## src/rtl/ps2_mouse_init_ctrl.sv

```systemverilog
// PS/2 mouse bring-up sequencer (FF/FA/AA/00/F4/FA) feeding a 3-byte stream packet assembler.
// One-cycle registered response to tx_done/rx_done; no backpressure, transceiver pulses are consumed as they arrive.
module ps2_mouse_init_ctrl #(
  parameter int TIMEOUT_CYCLES = 25_000_000,
  parameter int MAX_RETRIES    = 3
) (
  input  logic       CLK,
  input  logic       RST,
  input  logic       start,
  output logic [7:0] tx_data,
  output logic       tx_write,
  input  logic       tx_done,
  input  logic [7:0] rx_data,
  input  logic       rx_done,
  output logic       STREAM,
  output logic       FAIL,
  output logic [1:0] retries,
  output logic       pkt_valid,
  output logic [7:0] pkt_b0,
  output logic [7:0] pkt_b1,
  output logic [7:0] pkt_b2
);

  localparam int WD_W = (TIMEOUT_CYCLES > 2) ? $clog2(TIMEOUT_CYCLES) : 1;
  localparam logic [WD_W-1:0] WD_LAST   = WD_W'(TIMEOUT_CYCLES - 1);
  localparam logic [1:0]      RETRY_MAX = 2'(MAX_RETRIES);

  localparam logic [7:0] CMD_RST = 8'hFF;
  localparam logic [7:0] CMD_EN  = 8'hF4;
  localparam logic [7:0] RSP_ACK = 8'hFA;
  localparam logic [7:0] RSP_BAT = 8'hAA;
  localparam logic [7:0] RSP_ID  = 8'h00;

  typedef enum logic [3:0] {
    S_IDLE,
    S_SEND_RST,
    S_WAIT_ACK1,
    S_WAIT_BAT,
    S_WAIT_ID,
    S_SEND_EN,
    S_WAIT_ACK2,
    S_STREAM,
    S_FAIL
  } state_t;

  state_t          state_q, state_d;
  logic [WD_W-1:0] wd_q, wd_d;
  logic [1:0]      retries_q, retries_d;
  logic [7:0]      tx_data_q, tx_data_d;
  logic            tx_write_q, tx_write_d;
  logic [1:0]      idx_q, idx_d;
  logic [7:0]      s0_q, s0_d;
  logic [7:0]      s1_q, s1_d;
  logic [7:0]      pkt_b0_q, pkt_b0_d;
  logic [7:0]      pkt_b1_q, pkt_b1_d;
  logic [7:0]      pkt_b2_q, pkt_b2_d;
  logic            pkt_valid_q, pkt_valid_d;

  logic wd_exp;
  logic enter;
  logic err;

  assign wd_exp = (wd_q == WD_LAST);

  always_comb begin
    state_d     = state_q;
    retries_d   = retries_q;
    tx_data_d   = tx_data_q;
    idx_d       = idx_q;
    s0_d        = s0_q;
    s1_d        = s1_q;
    pkt_b0_d    = pkt_b0_q;
    pkt_b1_d    = pkt_b1_q;
    pkt_b2_d    = pkt_b2_q;
    pkt_valid_d = 1'b0;
    enter       = 1'b0;
    err         = 1'b0;

    case (state_q)
      S_IDLE, S_FAIL: begin
        if (start) begin
          state_d   = S_SEND_RST;
          retries_d = 2'd0;
          enter     = 1'b1;
        end
      end
      S_SEND_RST, S_SEND_EN: begin
        if (tx_done) begin
          state_d = (state_q == S_SEND_RST) ? S_WAIT_ACK1 : S_WAIT_ACK2;
          enter   = 1'b1;
        end else if (rx_done || wd_exp) begin
          err = 1'b1;
        end
      end
      S_WAIT_ACK1: begin
        if (rx_done) begin
          if (rx_data == RSP_ACK) begin
            state_d = S_WAIT_BAT;
            enter   = 1'b1;
          end else begin
            err = 1'b1;
          end
        end else if (wd_exp) begin
          err = 1'b1;
        end
      end
      S_WAIT_BAT: begin
        if (rx_done) begin
          if (rx_data == RSP_BAT) begin
            state_d = S_WAIT_ID;
            enter   = 1'b1;
          end else begin
            err = 1'b1;
          end
        end else if (wd_exp) begin
          err = 1'b1;
        end
      end
      S_WAIT_ID: begin
        if (rx_done) begin
          if (rx_data == RSP_ID) begin
            state_d = S_SEND_EN;
            enter   = 1'b1;
          end else begin
            err = 1'b1;
          end
        end else if (wd_exp) begin
          err = 1'b1;
        end
      end
      S_WAIT_ACK2: begin
        if (rx_done) begin
          if (rx_data == RSP_ACK) begin
            state_d = S_STREAM;
            idx_d   = 2'd0;
            enter   = 1'b1;
          end else begin
            err = 1'b1;
          end
        end else if (wd_exp) begin
          err = 1'b1;
        end
      end
      S_STREAM: begin
        // First byte must carry the always-one bit 3, otherwise we are mid-packet: drop and resync.
        if (rx_done) begin
          case (idx_q)
            2'd0: begin
              if (rx_data[3]) begin
                s0_d  = rx_data;
                idx_d = 2'd1;
              end
            end
            2'd1: begin
              s1_d  = rx_data;
              idx_d = 2'd2;
            end
            default: begin
              pkt_b0_d    = s0_q;
              pkt_b1_d    = s1_q;
              pkt_b2_d    = rx_data;
              pkt_valid_d = 1'b1;
              idx_d       = 2'd0;
            end
          endcase
        end
      end
      default: state_d = S_IDLE;
    endcase

    if (err) begin
      enter = 1'b1;
      if (retries_q < RETRY_MAX) begin
        retries_d = retries_q + 2'd1;
        state_d   = S_SEND_RST;
      end else begin
        state_d = S_FAIL;
      end
    end

    // Self re-entry of SEND_RST on a retry must also re-issue the command.
    tx_write_d = enter && ((state_d == S_SEND_RST) || (state_d == S_SEND_EN));
    if (enter && (state_d == S_SEND_RST)) tx_data_d = CMD_RST;
    if (enter && (state_d == S_SEND_EN))  tx_data_d = CMD_EN;

    if (enter)         wd_d = '0;
    else if (wd_exp)   wd_d = wd_q;
    else               wd_d = wd_q + 1'b1;
  end

  always_ff @(posedge CLK) begin
    if (!RST) begin
      state_q     <= S_IDLE;
      wd_q        <= '0;
      retries_q   <= 2'd0;
      tx_data_q   <= 8'h00;
      tx_write_q  <= 1'b0;
      idx_q       <= 2'd0;
      s0_q        <= 8'h00;
      s1_q        <= 8'h00;
      pkt_b0_q    <= 8'h00;
      pkt_b1_q    <= 8'h00;
      pkt_b2_q    <= 8'h00;
      pkt_valid_q <= 1'b0;
    end else begin
      state_q     <= state_d;
      wd_q        <= wd_d;
      retries_q   <= retries_d;
      tx_data_q   <= tx_data_d;
      tx_write_q  <= tx_write_d;
      idx_q       <= idx_d;
      s0_q        <= s0_d;
      s1_q        <= s1_d;
      pkt_b0_q    <= pkt_b0_d;
      pkt_b1_q    <= pkt_b1_d;
      pkt_b2_q    <= pkt_b2_d;
      pkt_valid_q <= pkt_valid_d;
    end
  end

  assign tx_data   = tx_data_q;
  assign tx_write  = tx_write_q;
  assign STREAM    = (state_q == S_STREAM);
  assign FAIL      = (state_q == S_FAIL);
  assign retries   = retries_q;
  assign pkt_valid = pkt_valid_q;
  assign pkt_b0    = pkt_b0_q;
  assign pkt_b1    = pkt_b1_q;
  assign pkt_b2    = pkt_b2_q;

endmodule

```

## config.mk

```make
export PLATFORM = sky130hd
export DESIGN_NAME = ps2_mouse_init_ctrl
export DESIGN_NICKNAME = d
export VERILOG_FILES = /design/src/rtl/ps2_mouse_init_ctrl.sv
export SDC_FILE = /design/constraint.sdc
export NUM_CORES = 1
export LEC_CHECK = 0
export CAP_MARGIN = 20
export CORE_ASPECT_RATIO = 2
export CORE_UTILIZATION = 54
export DETAILED_ROUTE_END_ITERATION = 12
export PLACE_DENSITY = 0.85
export SYNTH_ARGS = -nofsm -noshare
export SYNTH_HDL_FRONTEND = slang
export SYNTH_SLANG_ARGS = --single-unit
```

## constraint.sdc

```tcl
create_clock -name CLK -period 2.9 [get_ports CLK]
set_clock_uncertainty 0.2 [all_clocks]
set_input_delay 0.58 -clock CLK [delete_from_list [all_inputs] [get_ports CLK]]
set_output_delay 0.58 -clock CLK [all_outputs]
set_load 0.02 [all_outputs]
```

==> impl_metrics.ini <==
[timing]
slew-limit-headroom = 0.4588
period_needed_ns = 2.789
setup_tns_ns = 0
slew_viol_final = 0
rsz0062_at_grt = no
worst_pin_slew_ns = 0.8005
period_share = 0.9617
final_hold_viol_count = 0
setup_viol = 0
fmax_mhz = 358.6

[logic_synthesis]
synth_area_per_cell_sq_um = 8.983
async_flop_share = 0
synth_top_area_frac = 0.4400
synthMuxAreaShare = 0.04857
synth_edf_count = 0
syn_inst = 390
yosys.area_share.simple = 0.2821
ys_warn_count = 0
syn_area_sq_um = 3503
synthXorXnorAreaFrac = 0.06000
synthAdderAreaFrac = 0.007143
synth_compound_area_frac = 0.1193
synth_area_leaders = dfxtp_1 44%, nand2_1 7.0%, a21boi_0 5.4%
synth_top_family_by_area = simple AND/OR/NAND/NOR gates
netlist.top_cell.by_area = dfxtp_1
yosys.cell_count.top_type = dfxtp_1
synth_nets = 405
ys_types = 51
synthTopCellsByCount = 77 x dfxtp_1, 65 x nand2_1, 31 x nor2_1
synth_flop_cell = dfxtp_1
ys_seq_area_frac = 0.4400
ys_seq_elements = 77

[route]
highest_layer = met4
routed_wl_um = 8964
post_drt_wl_per_cell_um = 16.15
drtIter0Drc = 160
ant_nets = 0
routed_via_density = 5.604
drt_first_pass_iters = 4
drt-met1-wl_um = 3207
routed-via-count = 3110
route.met2.wl_um = 4979
dr_wl_met3_um = 276
drc_errors = 0

[global_route]
grt_start_max_net_pins = 53
first_global_vias = 3127
track_usage = 0.2768
grt_pass1_wl_um = 14030
antenna_found_initial = 0
grt-ovfl-total = 0

[final_layout]
stdcell_area_sq_um = 4703
drive_above_1_share = 0.1557
insertedDiodeCount = 0
fill_cells = 443
area_growth_pct = 34.25
fin_nets = 479

[pwr]
fin_total_pwr_mw = 2.679
power.density_nw_per_um2 = 569.7
p_leak_nw = 1.813
vdd.ir_drop.worst_v = 0.0004913

[floorplan]
rows = 41
core_sq_um = 6259
die_w_um = 58.96
initial_core_util = 0.5598
die_area_sq_um = 6833
top_level_ports = 51
die_h_um = 115.9

[clock_network]
clock_path_buffers = 2
htree_levels = 3
clk_latency_ns = 0.33
cts_tree = yes
root_buffer = clkbuf_16
clk_pin_slew_ns = 0.06
cts_buffers = 9
cts.sinks = 77

[placement]
post_dp_cell_area_sq_um = 4268
io_buffers = 50
gp_congestion = 0.9140
hpwl_um = 6247

[run_status]
status = finished, final reports clean

[setup_path]
crit_path_max_incr_delay_ns = 0.61
required_ns = 2.12
end_kind = output pin
startpoint_type = flip-flop
worstSetupPathType = reg2out
crit_chain = buf_4 -> nor3_1 -> and2_1 -> clkdlybuf4s50_1
worstPathBufferInverterCount = 2
cp.arrival_ns = 2.01
critPathSlowestCell = clkdlybuf4s50_1
cp_top_family = buffers and inverters
crit_fanout = 9

[worst_hold_path]
hp-class = reg2reg

[flow_run]
cap_viol_max_count = 0
## placed cells by master (no fill, tap or decap), drive strengths merged, types with 16 or more instances in the layout
cell type / n
nand2: 66
mux2i: 17
nand3: 17
nor2b: 19
xor2: 16
clkdlybuf4s50: 42
nor2: 31
buf: 40
a21boi: 25
dfxtp: 77
## sequential cells by signal (all words and copies together) (netlist names)
name / count
wd_q: 25
s1_q: 8
tx_data: 2
pkt_valid: 1
s0_q: 8
tx_write: 1
state_q: 4
pkt_b1: 8
pkt_b2: 8
retries: 2
idx_q: 2
pkt_b0: 8
## layer usage
layer / global-route usage / vias up
met5: 0 / -
li1: - / 1489
met3: 0.04911 / 43
met2: 0.5152 / 100
met4: 0.2159 / 0
met1: 0.2505 / 1478
## metrics by stage
stage	util	hold slack [ns]	setup slack (ns)	instances
after floorplan	-	0.2403	0.1704	390
after global placement	0.6819	0.2503	-0.2508	538
after detailed placement	0.6819	0.2554	-0.3932	538
after CTS	0.7467	0.2633	0.001100	555
after global routing	0.7515	0.2888	0.03660	555
final	0.7515	0.2637	0.1112	555
## cells by family after synthesis
family | after synthesis
DFF | 77
adders and majority gates | 2
AOI/OAI and AO/OA | 56
and+or+nand+nor | 185
xor gates and xnor gates | 24
muxes | 17
buffers and inverters | 29
## final cells by class
| cell class | count | area, sq um | area share |
|---|---|---|---|
| clock inverters | 6 | 133.9 | 0.02846 |
| well taps | 86 | 107.6 | 0.02288 |
| multi-input cells | 284 | 1861 | 0.3956 |
| flip-flops and latches | 77 | 1541 | 0.3277 |
| inverters | 2 | 7.507 | 0.001596 |
| repair buffers | 90 | 813.3 | 0.1729 |
| clock buffers | 10 | 239.0 | 0.05081 |
## final timing paths
path / from / to / slack [ns] / depth (start not counted)
worst min-delay path: pkt_b2[1]$_SDFFE_PN0P_ / pkt_b2[1]$_SDFFE_PN0P_ / 0.26 / 2
worst min register to register: pkt_b2[1]$_SDFFE_PN0P_ / pkt_b2[1]$_SDFFE_PN0P_ / 0.26 / 2
worst max register to register: state_q[3]$_SDFF_PN0_ / tx_data[0]$_SDFFE_PP0P_ / 0.28 / 7
worst max-delay path: state_q[1]$_SDFF_PN0_ / FAIL / 0.11 / 4
## power breakdown
part	switching (mW)	total [mW]	leakage [nW]	internal (mW)
combinational	0.117	0.226	1.01	0.109
sequential	0.0113	1.08	0.621	1.07
clock	0.422	1.37	0.183	0.950
total	0.550	2.68	1.81	2.13
## worst reg2reg max path, stage by stage, from the launching register on
cell	delay (ns)
dfxtp_1	0.38
or3b_2	0.52
or2_2	0.31
a2111oi_0	0.47
o21a_1	0.24
buf_4	0.12
o211a_1	0.19
a21oi_1	0.08
## what timing repair did
item	4_1_cts	5_1_grt
buffers inserted	1	0
pin swaps	2	3
hold buffers	0	0
endpoints found under the setup margin	25	28
resized for setup	8	8
(Power assumes the default switching activity.)
